**config.mk**
```make
export PLATFORM = sky130hd
export DESIGN_NAME = hood_mode_fsm
export DESIGN_NICKNAME = d
export VERILOG_FILES = /design/src/rtl/hood_mode_fsm.sv
export SDC_FILE = /design/constraint.sdc
export NUM_CORES = 1
export LEC_CHECK = 0
export CAP_MARGIN = 20
export CORE_MARGIN = 2
export CORE_UTILIZATION = 55
export CTS_BUF_LIST = sky130_fd_sc_hd__clkbuf_16
export CTS_CLUSTER_DIAMETER = 40
export DETAILED_ROUTE_END_ITERATION = 6
export DONT_BUFFER_PORTS = 1
export PLACE_DENSITY = 0.69
export SLEW_MARGIN = 0
export SYNTH_ARGS = -nofsm -noshare
export SYNTH_HDL_FRONTEND = slang
export SYNTH_SLANG_ARGS = --single-unit
```
**constraint.sdc**
```tcl
create_clock -name clk -period 1.82 [get_ports clk]
set_clock_uncertainty 0.2 [all_clocks]
set_input_delay 0.364 -clock clk [delete_from_list [all_inputs] [get_ports clk]]
set_output_delay 0.364 -clock clk [all_outputs]
set_load 0.05 [all_outputs]
```
**src/rtl/hood_mode_fsm.sv**
```systemverilog
// Central operating-mode register of the exhaust hood: arbitrates mode request
// pulses, runs the timed-mode countdowns and tracks the once-per-power-cycle hurricane limit.
module hood_mode_fsm #(
    parameter int MODE_WIDTH = 3,
    parameter int CNT_WIDTH  = 8,
    parameter int THIRD_SECS = 60,
    parameter int EXIT_SECS  = 60,
    parameter int CLEAN_SECS = 180
) (
    input  logic                  clk,
    input  logic                  rst,
    input  logic                  power_on,
    input  logic                  tick_1s,
    input  logic                  first_mode_toggle,
    input  logic                  second_mode_toggle,
    input  logic                  third_mode_toggle,
    input  logic                  clean_toggle,
    input  logic                  standby_toggle,
    output logic [MODE_WIDTH-1:0] current_mode,
    output logic [CNT_WIDTH-1:0]  countdown,
    output logic                  third_used,
    output logic                  mode_changed
);

    typedef enum logic [2:0] {
        OFF     = 3'd0,
        STAND   = 3'd1,
        FIRST   = 3'd2,
        SECOND  = 3'd3,
        THIRD   = 3'd4,
        CLEAN   = 3'd5,
        EXITING = 3'd6
    } mode_e;

    localparam logic [CNT_WIDTH-1:0] THIRD_LOAD = CNT_WIDTH'(THIRD_SECS);
    localparam logic [CNT_WIDTH-1:0] EXIT_LOAD  = CNT_WIDTH'(EXIT_SECS);
    localparam logic [CNT_WIDTH-1:0] CLEAN_LOAD = CNT_WIDTH'(CLEAN_SECS);
    localparam logic [CNT_WIDTH-1:0] CNT_ZERO   = '0;
    localparam logic [CNT_WIDTH-1:0] CNT_ONE    = CNT_WIDTH'(1);

    mode_e                 state_q, state_d;
    logic [CNT_WIDTH-1:0]  cnt_q, cnt_d;
    logic                  third_used_q, third_used_d;
    logic                  mode_changed_q, mode_changed_d;
    logic                  timed;
    logic                  expire;

    always_comb begin
        state_d        = state_q;
        cnt_d          = cnt_q;
        third_used_d   = third_used_q;
        mode_changed_d = 1'b0;

        timed  = (state_q == THIRD) || (state_q == EXITING) || (state_q == CLEAN);
        expire = timed && tick_1s && (cnt_q == CNT_ONE);

        // Plain decrement first; any load or state exit below overrides it.
        if (timed && tick_1s && (cnt_q != CNT_ZERO)) begin
            cnt_d = cnt_q - CNT_ONE;
        end

        if (!power_on) begin
            state_d = OFF;
            cnt_d   = CNT_ZERO;
        end else begin
            case (state_q)
                OFF: begin
                    state_d      = STAND;
                    cnt_d        = CNT_ZERO;
                    third_used_d = 1'b0;
                end
                STAND: begin
                    if (first_mode_toggle) begin
                        state_d = FIRST;
                        cnt_d   = CNT_ZERO;
                    end else if (second_mode_toggle) begin
                        state_d = SECOND;
                        cnt_d   = CNT_ZERO;
                    end else if (third_mode_toggle && !third_used_q) begin
                        state_d      = THIRD;
                        cnt_d        = THIRD_LOAD;
                        third_used_d = 1'b1;
                    end else if (clean_toggle) begin
                        state_d = CLEAN;
                        cnt_d   = CLEAN_LOAD;
                    end
                end
                FIRST: begin
                    if (standby_toggle) begin
                        state_d = STAND;
                        cnt_d   = CNT_ZERO;
                    end else if (second_mode_toggle) begin
                        state_d = SECOND;
                        cnt_d   = CNT_ZERO;
                    end
                end
                SECOND: begin
                    if (standby_toggle) begin
                        state_d = STAND;
                        cnt_d   = CNT_ZERO;
                    end else if (first_mode_toggle) begin
                        state_d = FIRST;
                        cnt_d   = CNT_ZERO;
                    end
                end
                THIRD: begin
                    // A standby request beats a coincident expiry tick.
                    if (standby_toggle) begin
                        state_d = EXITING;
                        cnt_d   = EXIT_LOAD;
                    end else if (expire) begin
                        state_d = SECOND;
                        cnt_d   = CNT_ZERO;
                    end
                end
                EXITING, CLEAN: begin
                    if (expire) begin
                        state_d = STAND;
                        cnt_d   = CNT_ZERO;
                    end
                end
                default: begin
                    state_d = OFF;
                    cnt_d   = CNT_ZERO;
                end
            endcase
        end

        mode_changed_d = (state_d != state_q);
    end

    always_ff @(posedge clk) begin
        if (rst) begin
            state_q        <= OFF;
            cnt_q          <= CNT_ZERO;
            third_used_q   <= 1'b0;
            mode_changed_q <= 1'b0;
        end else begin
            state_q        <= state_d;
            cnt_q          <= cnt_d;
            third_used_q   <= third_used_d;
            mode_changed_q <= mode_changed_d;
        end
    end

    assign current_mode = MODE_WIDTH'(state_q);
    assign countdown    = cnt_q;
    assign third_used   = third_used_q;
    assign mode_changed = mode_changed_q;

endmodule
```
==> results.yml, run 1 <==
sta:
  relSlewSlack: 0.676
  hold_violations: 0
  fin_ws_ns: -0.135
  fmax_mhz: 512
  drv_slew: 0
  setup_tns_ns: -0.884
  period_share: 1.07
  fin_crit_ns: 1.95
  setup_viol: 11
  rsz0062_at_grt: "true"
  worstMarginPinSlew_ns: 0.482
synth:
  ys_seq_area_frac: 0.254
  yosys-top-cells-area: "dfxtp_1 (25%), nor2_1 (6.6%), o21ai_0 (4.9%), a21oi_1 (3.9%), nand2_1 (3.7%)"
  synth_top_area_cell: "dfxtp_1"
  synth_top_area_frac: 0.254
  synth.cell_area_um2: 1020
  async_reset_ff_frac: 0
  syn-instance-count: 138
  yosys_register_bits: 13
  synth_ff_type: "dfxtp_1"
  ys_types: 45
  synth_nets: 149
  synth_warnings: 0
  synth_edf_count: 0
  synth.avg_cell_area_um2: 7.42
cells_and_area:
  instances_no_fill: 191
  final_cell_mix: "buf_4 (28), nor2_1 (17), nand2_1 (10)"
  fillCellCount: 108
  nets: 178
  drive_gt1_frac: 0.398
  finish.instance_area_um2: 1470
  diodes: 0
  fin_util: 0.840
  syn_to_final_growth_pct: 43.3
  final_common_cell: "buf_4"
global_route:
  grtUsageTotal: 0.302
  grt_start_max_net_pins: 13
  grt-ovfl-total: 0
  grt_pass1_vias: 1042
  grt_pass1_wl_um: 4810
  antenna_found_initial: 0
drt:
  drt-total-wl_um: 3160
  drt_iter0_markers: 34
  via_per_inst: 6.18
  dr.pass1.iters: 4
  wl_per_cell_um: 16.5
  drcViolationCount: 0
  ant_nets: 0
  vias: 1180
cts:
  worstSkewPairLatency_ns: 0.24
  clk_pin_slew_ns: 0.05
  cts_tree: "built"
  cts_max_level: 1
  ctsLongestPathBuffers: 2
  root_buffer: "clkbuf_16"
  cts_sinks: 13
  numCtsBuffers: 3
worst_setup_path:
  regToRegEndpoint: "mode_changed"
  critical_path_class: "reg -> reg"
  r2r-start: "countdown[2]"
  crit_fanout: 7
  end_kind: "flip-flop"
  start_kind: "flip-flop"
  regToRegSetupSlack_ns: -0.13
  required_ns: 1.79
  arrival_ns: 1.92
  reg2reg_depth: 5
placement:
  postPlaceCellArea_um2: 1290
  gp_congestion: 0.923
  dp_hpwl_um: 2090
  place_inst: 182
  portBuffers: 0
floorplanning:
  die_h_um: 47.1
  num_rows: 15
  core-area_um2: 1750
  initial_core_util: 0.586
  dieArea_um2: 2220
  die_x_um: 47.1
  pin_count: 22
worst_hold_path:
  hp-start: "clean_toggle"
  hold_path_depth: 2
  hp-class: "in -> reg"
  min_to: "countdown[7]"
run_status:
  status: "complete, but fails checks"
  violations: "negative setup slack"
power:
  ir_drop_uv: 497
  powerDensity_nw_per_um2: 561
  power.leakage_nw: 0.564
  p_total_uw: 823
flow_run:
  drv_cap: 0
[cells in the mapped netlist, types with 3 or more instances]
master,count
nor3_1,6
dfxtp_1,13
nor2_1,18
inv_1,8
nand2_1,10
o21ai_0,10
clkbuf_1,5
a31oi_1,3
a21oi_1,8
nor2b_1,3
xnor2_1,3
xor2_1,3
nand3_1,5
nand3b_1,3
[power by group]
part | total (mW) | switching, mW | internal, mW | leakage [nW]
sequential | 0.301 | 0.0168 | 0.285 | 0.111
clock | 0.420 | 0.129 | 0.291 | 0.0423
combinational | 0.101 | 0.0566 | 0.0447 | 0.410
total | 0.823 | 0.203 | 0.620 | 0.564
[critical path, stage by stage (launching register included)]
cell and delay [ns]:
dfxtp_4 0.34, or4_4 0.59, or2_4 0.29, o32ai_4 0.21, nand3b_1 0.10, a31oi_1 0.15
[worst max path at each step]
stage / start / end / slack [ns] / cells past startpoint
after floorplan: countdown[3] / mode_changed / -0.14 / 6
after global placement: countdown[1] / countdown[1] / -0.14 / 7
after detailed placement: countdown[1] / countdown[1] / -0.17 / 7
after CTS: countdown[1] / countdown[1] / -0.12 / 7
after global routing: countdown[2] / mode_changed / -0.21 / 5
final: countdown[2] / mode_changed / -0.13 / 5
[routing by layer]
layer,GRT usage,share of wire,up-vias
met3,0.0538,0.090,8
met1,0.451,0.44,542
met2,0.441,0.45,70
met4,0.0889,0.016,0
met5,0,0,-
li1,-,-,560
[stage by stage]
step | worst slack [ns] | hold WS (ns)
6_report | -0.135 | 0.0696
5_1_grt | -0.214 | 0.0776
4_1_cts | -0.122 | 0.0696
3_5_place_dp | -0.171 | 0.234
3_3_place_gp | -0.136 | 0.233
2_1_floorplan | -0.138 | 0.229
[repair_timing]
action / 4_1_cts / 5_1_grt
hold buffers: 1 / 0
endpoints found under the hold margin: 3 / 0
setup buffers: 1 / 3
gates resized for setup: 8 / 6
pin swaps: 4 / 7
endpoints found under the setup margin: 10 / 11
[cell families (layout without fill, tap and decap cells)]
kind of cell / count (synthesis) / in the layout / synth area share
flops: 13 / 13 / 0.254
xor+xnor: 6 / 6 / 0.0514
simple gates: 60 / 60 / 0.320
mux: 1 / 1 / 0.0110
buf+inv: 14 / 42 / 0.0587
fa+ha+maj: 2 / 2 / 0.0244
compound gates: 42 / 42 / 0.280
[registers in the layout (all words and copies together) (netlist names)]
register,count
mode_changed,1
current_mode,3
third_used,1
countdown,8
[area by class of cell]
cell class,count,area (um2),share of cell area
multi-input cells,111,808,0.551
flip-flops and latches,13,284,0.194
repair buffers,30,231,0.158
clock buffers,3,75.1,0.0512
inverters,8,32.5,0.0222
well taps,25,31.3,0.0213
clock inverters,1,3.75,0.00256
(Power assumes the default switching activity.)
==> run 2: changes to the inputs <==
Settings changed: CORE_UTILIZATION 55 to 42, DONT_BUFFER_PORTS 1 to unset, PLACE_DENSITY 0.69 to 0.67.
==> run 2 against run 1 <==
The flow still finishes with violations (negative setup slack). Sequential power fell by 3%. Via count increased by 18%. Cell area grew 35%. Combinational power rose by 79%. Worst hold slack improved by 0.35 ns. Total power grew 7.0%. Highest routed layer unchanged. Largest power group unchanged. Largest cell class unchanged. Clock-buffer cell count is the same. Worst setup slack got worse by 0.019 ns. First-iteration DRC count grew 41%. Die area up 28%.
==> results.yml, run 2 (synthesis results as in run 1) <==
run_status:
  status: "complete, but fails checks"
  violations: "negative setup slack"
sta:
  rsz0062_at_grt: "true"
  worstMarginPinSlew_ns: 0.422
  period_share: 1.08
  hold_violations: 0
  relSlewSlack: 0.717
  fin_ws_ns: -0.154
  drv_slew: 0
  setup_viol: 12
  fin_crit_ns: 1.97
  fmax_mhz: 507
cts:
  numCtsBuffers: 3
  worstSkewPairLatency_ns: 0.24
  clk_pin_slew_ns: 0.04
  ctsLongestPathBuffers: 2
  root_buffer: "clkbuf_16"
  cts_max_level: 1
  cts_tree: "built"
  cts_sinks: 13
cells_and_area:
  final_common_cell: "buf_4"
  instances_no_fill: 233
  fillCellCount: 107
  nets: 217
  syn_to_final_growth_pct: 93.5
  final_cell_mix: "buf_4 (48), nor2_1 (14), buf_12 (12)"
  diodes: 0
  fin_util: 0.878
  largest_reg_flops: 8
  drive_gt1_frac: 0.527
placement:
  place_inst: 225
  gp_congestion: 0.955
  portBuffers: 21
  dp_hpwl_um: 2700
worst_setup_path:
  start_kind: "flip-flop"
  crit_buf_inv: 0
  required_ns: 1.79
  r2r-start: "countdown[4]"
  regToRegEndpoint: "mode_changed"
  reg2reg_depth: 5
  regToRegSetupSlack_ns: -0.15
  critical_path_class: "reg -> reg"
  cpPeakStageDelay_ns: 0.61
  arrival_ns: 1.94
  cp_cell_sequence: "or4_4, or2_1, o32ai_2, nand3b_1, a31oi_1"
  crit_slowest_cell: "or4_4"
  cp-startpoint: "countdown[4]"
  end_kind: "flip-flop"
  crit_family: "simple AND/OR/NAND/NOR gates"
  crit_fanout: 6
global_route:
  grt_pass1_wl_um: 6450
  grtUsageTotal: 0.312
  grt-ovfl-total: 0
  grt_pass1_vias: 1370
  antenna_found_initial: 0
  grt_start_max_net_pins: 15
floorplanning:
  initial_core_util: 0.454
  die_h_um: 53.4
  pin_count: 22
  core-area_um2: 2250
  num_rows: 17
  die_x_um: 53.4
  dieArea_um2: 2850
power:
  ir_drop_uv: 484
  powerDensity_nw_per_um2: 444
  power.leakage_nw: 0.820
flow_run:
  drv_cap: 0
drt:
  drt-total-wl_um: 4280
  wl_per_cell_um: 18.4
  drcViolationCount: 0
  vias: 1397
  via_per_inst: 6.00
  dr.pass1.iters: 4
  drt_iter0_markers: 48
  ant_nets: 0
worst_hold_path:
  hold_path_depth: 2
  hp-class: "reg -> reg"
  hp-start: "current_mode[1]"
  min_to: "third_used"
-- run 2: cell types whose count changed in the layout (fill, tap and decap cells not counted), moves of 2 or more --
cell	previous run	this run
nor2_1	17	14
xor2_1	3	1
dlymetal6s2s_1	0	2
nor2_2	0	2
buf_4	28	48
clkdlybuf4s50_1	0	4
buf_12	0	12
dlygate4sd2_1	0	2
xor2_2	0	2
-- run 2: metal layers --
metal / track usage / vias to the layer above / wire length [um] / share of wire
met5: 0 / - / 0 / 0
met4: 0.0897 / 0 / 174 / 0.041
met3: 0.0621 / 20 / 356 / 0.083
met2: 0.537 / 86 / 2090 / 0.49
met1: 0.387 / 652 / 1660 / 0.39
li1: - / 639 / - / -
-- run 2: final cells by class --
cell class	instances	area [um2]	area share
well taps	28	35.0	0.0177
flip-flops and latches	13	284	0.143
inverters	8	35.0	0.0177
multi-input cells	111	853	0.431
repair buffers	69	694	0.351
clock buffers	3	75.1	0.0379
clock inverters	1	3.75	0.00190
-- run 2: per-stage QoR --
step / total power, mW / setup TNS [ns] / instance area, um2 / hold slack [ns] / setup WS (ns)
finish: 0.880 / -1.19 / 1980 / 0.421 / -0.154
global route: 0.911 / -1.90 / 1980 / 0.449 / -0.218
CTS: 0.874 / -0.878 / 1930 / 0.411 / -0.133
detailed placement: 0.464 / -3.93 / 1770 / 0.396 / -0.418
global placement: 0.460 / -3.40 / 1770 / 0.387 / -0.339
floorplan: 0.371 / -1.00 / 1110 / 0.229 / -0.138
-- run 2: worst max-delay path by stage --
| stage | end | cells after the start | slack (ns) |
|---|---|---|---|
| after floorplan | mode_changed | 6 | -0.14 |
| after global placement | countdown[4] | 6 | -0.34 |
| after detailed placement | countdown[4] | 6 | -0.42 |
| after CTS | current_mode[1] | 6 | -0.13 |
| after global routing | current_mode[1] | 8 | -0.22 |
| final | mode_changed | 5 | -0.15 |
-- run 2: what timing repair did --
action | 4_1_cts | 5_1_grt
gates cloned | 0 | 0
gates resized for setup | 18 | 13
endpoints found under the setup margin | 12 | 12
endpoints found under the hold margin | 0 | 0
pin swaps | 9 | 9
hold buffers | 0 | 0
setup buffers | 3 | 1
-- run 2: worst reg2reg max path: stages (launching register included) --
cell,delay [ns]
dfxtp_2,0.31
or4_4,0.61
or2_1,0.28
o32ai_2,0.23
nand3b_1,0.12
a31oi_1,0.14
-- run 2: power breakdown --
part | internal, mW | total [mW] | switching [mW] | leakage [nW]
logic | 0.0877 | 0.181 | 0.0937 | 0.666
clock network | 0.289 | 0.408 | 0.119 | 0.0423
registers | 0.285 | 0.291 | 0.00592 | 0.111
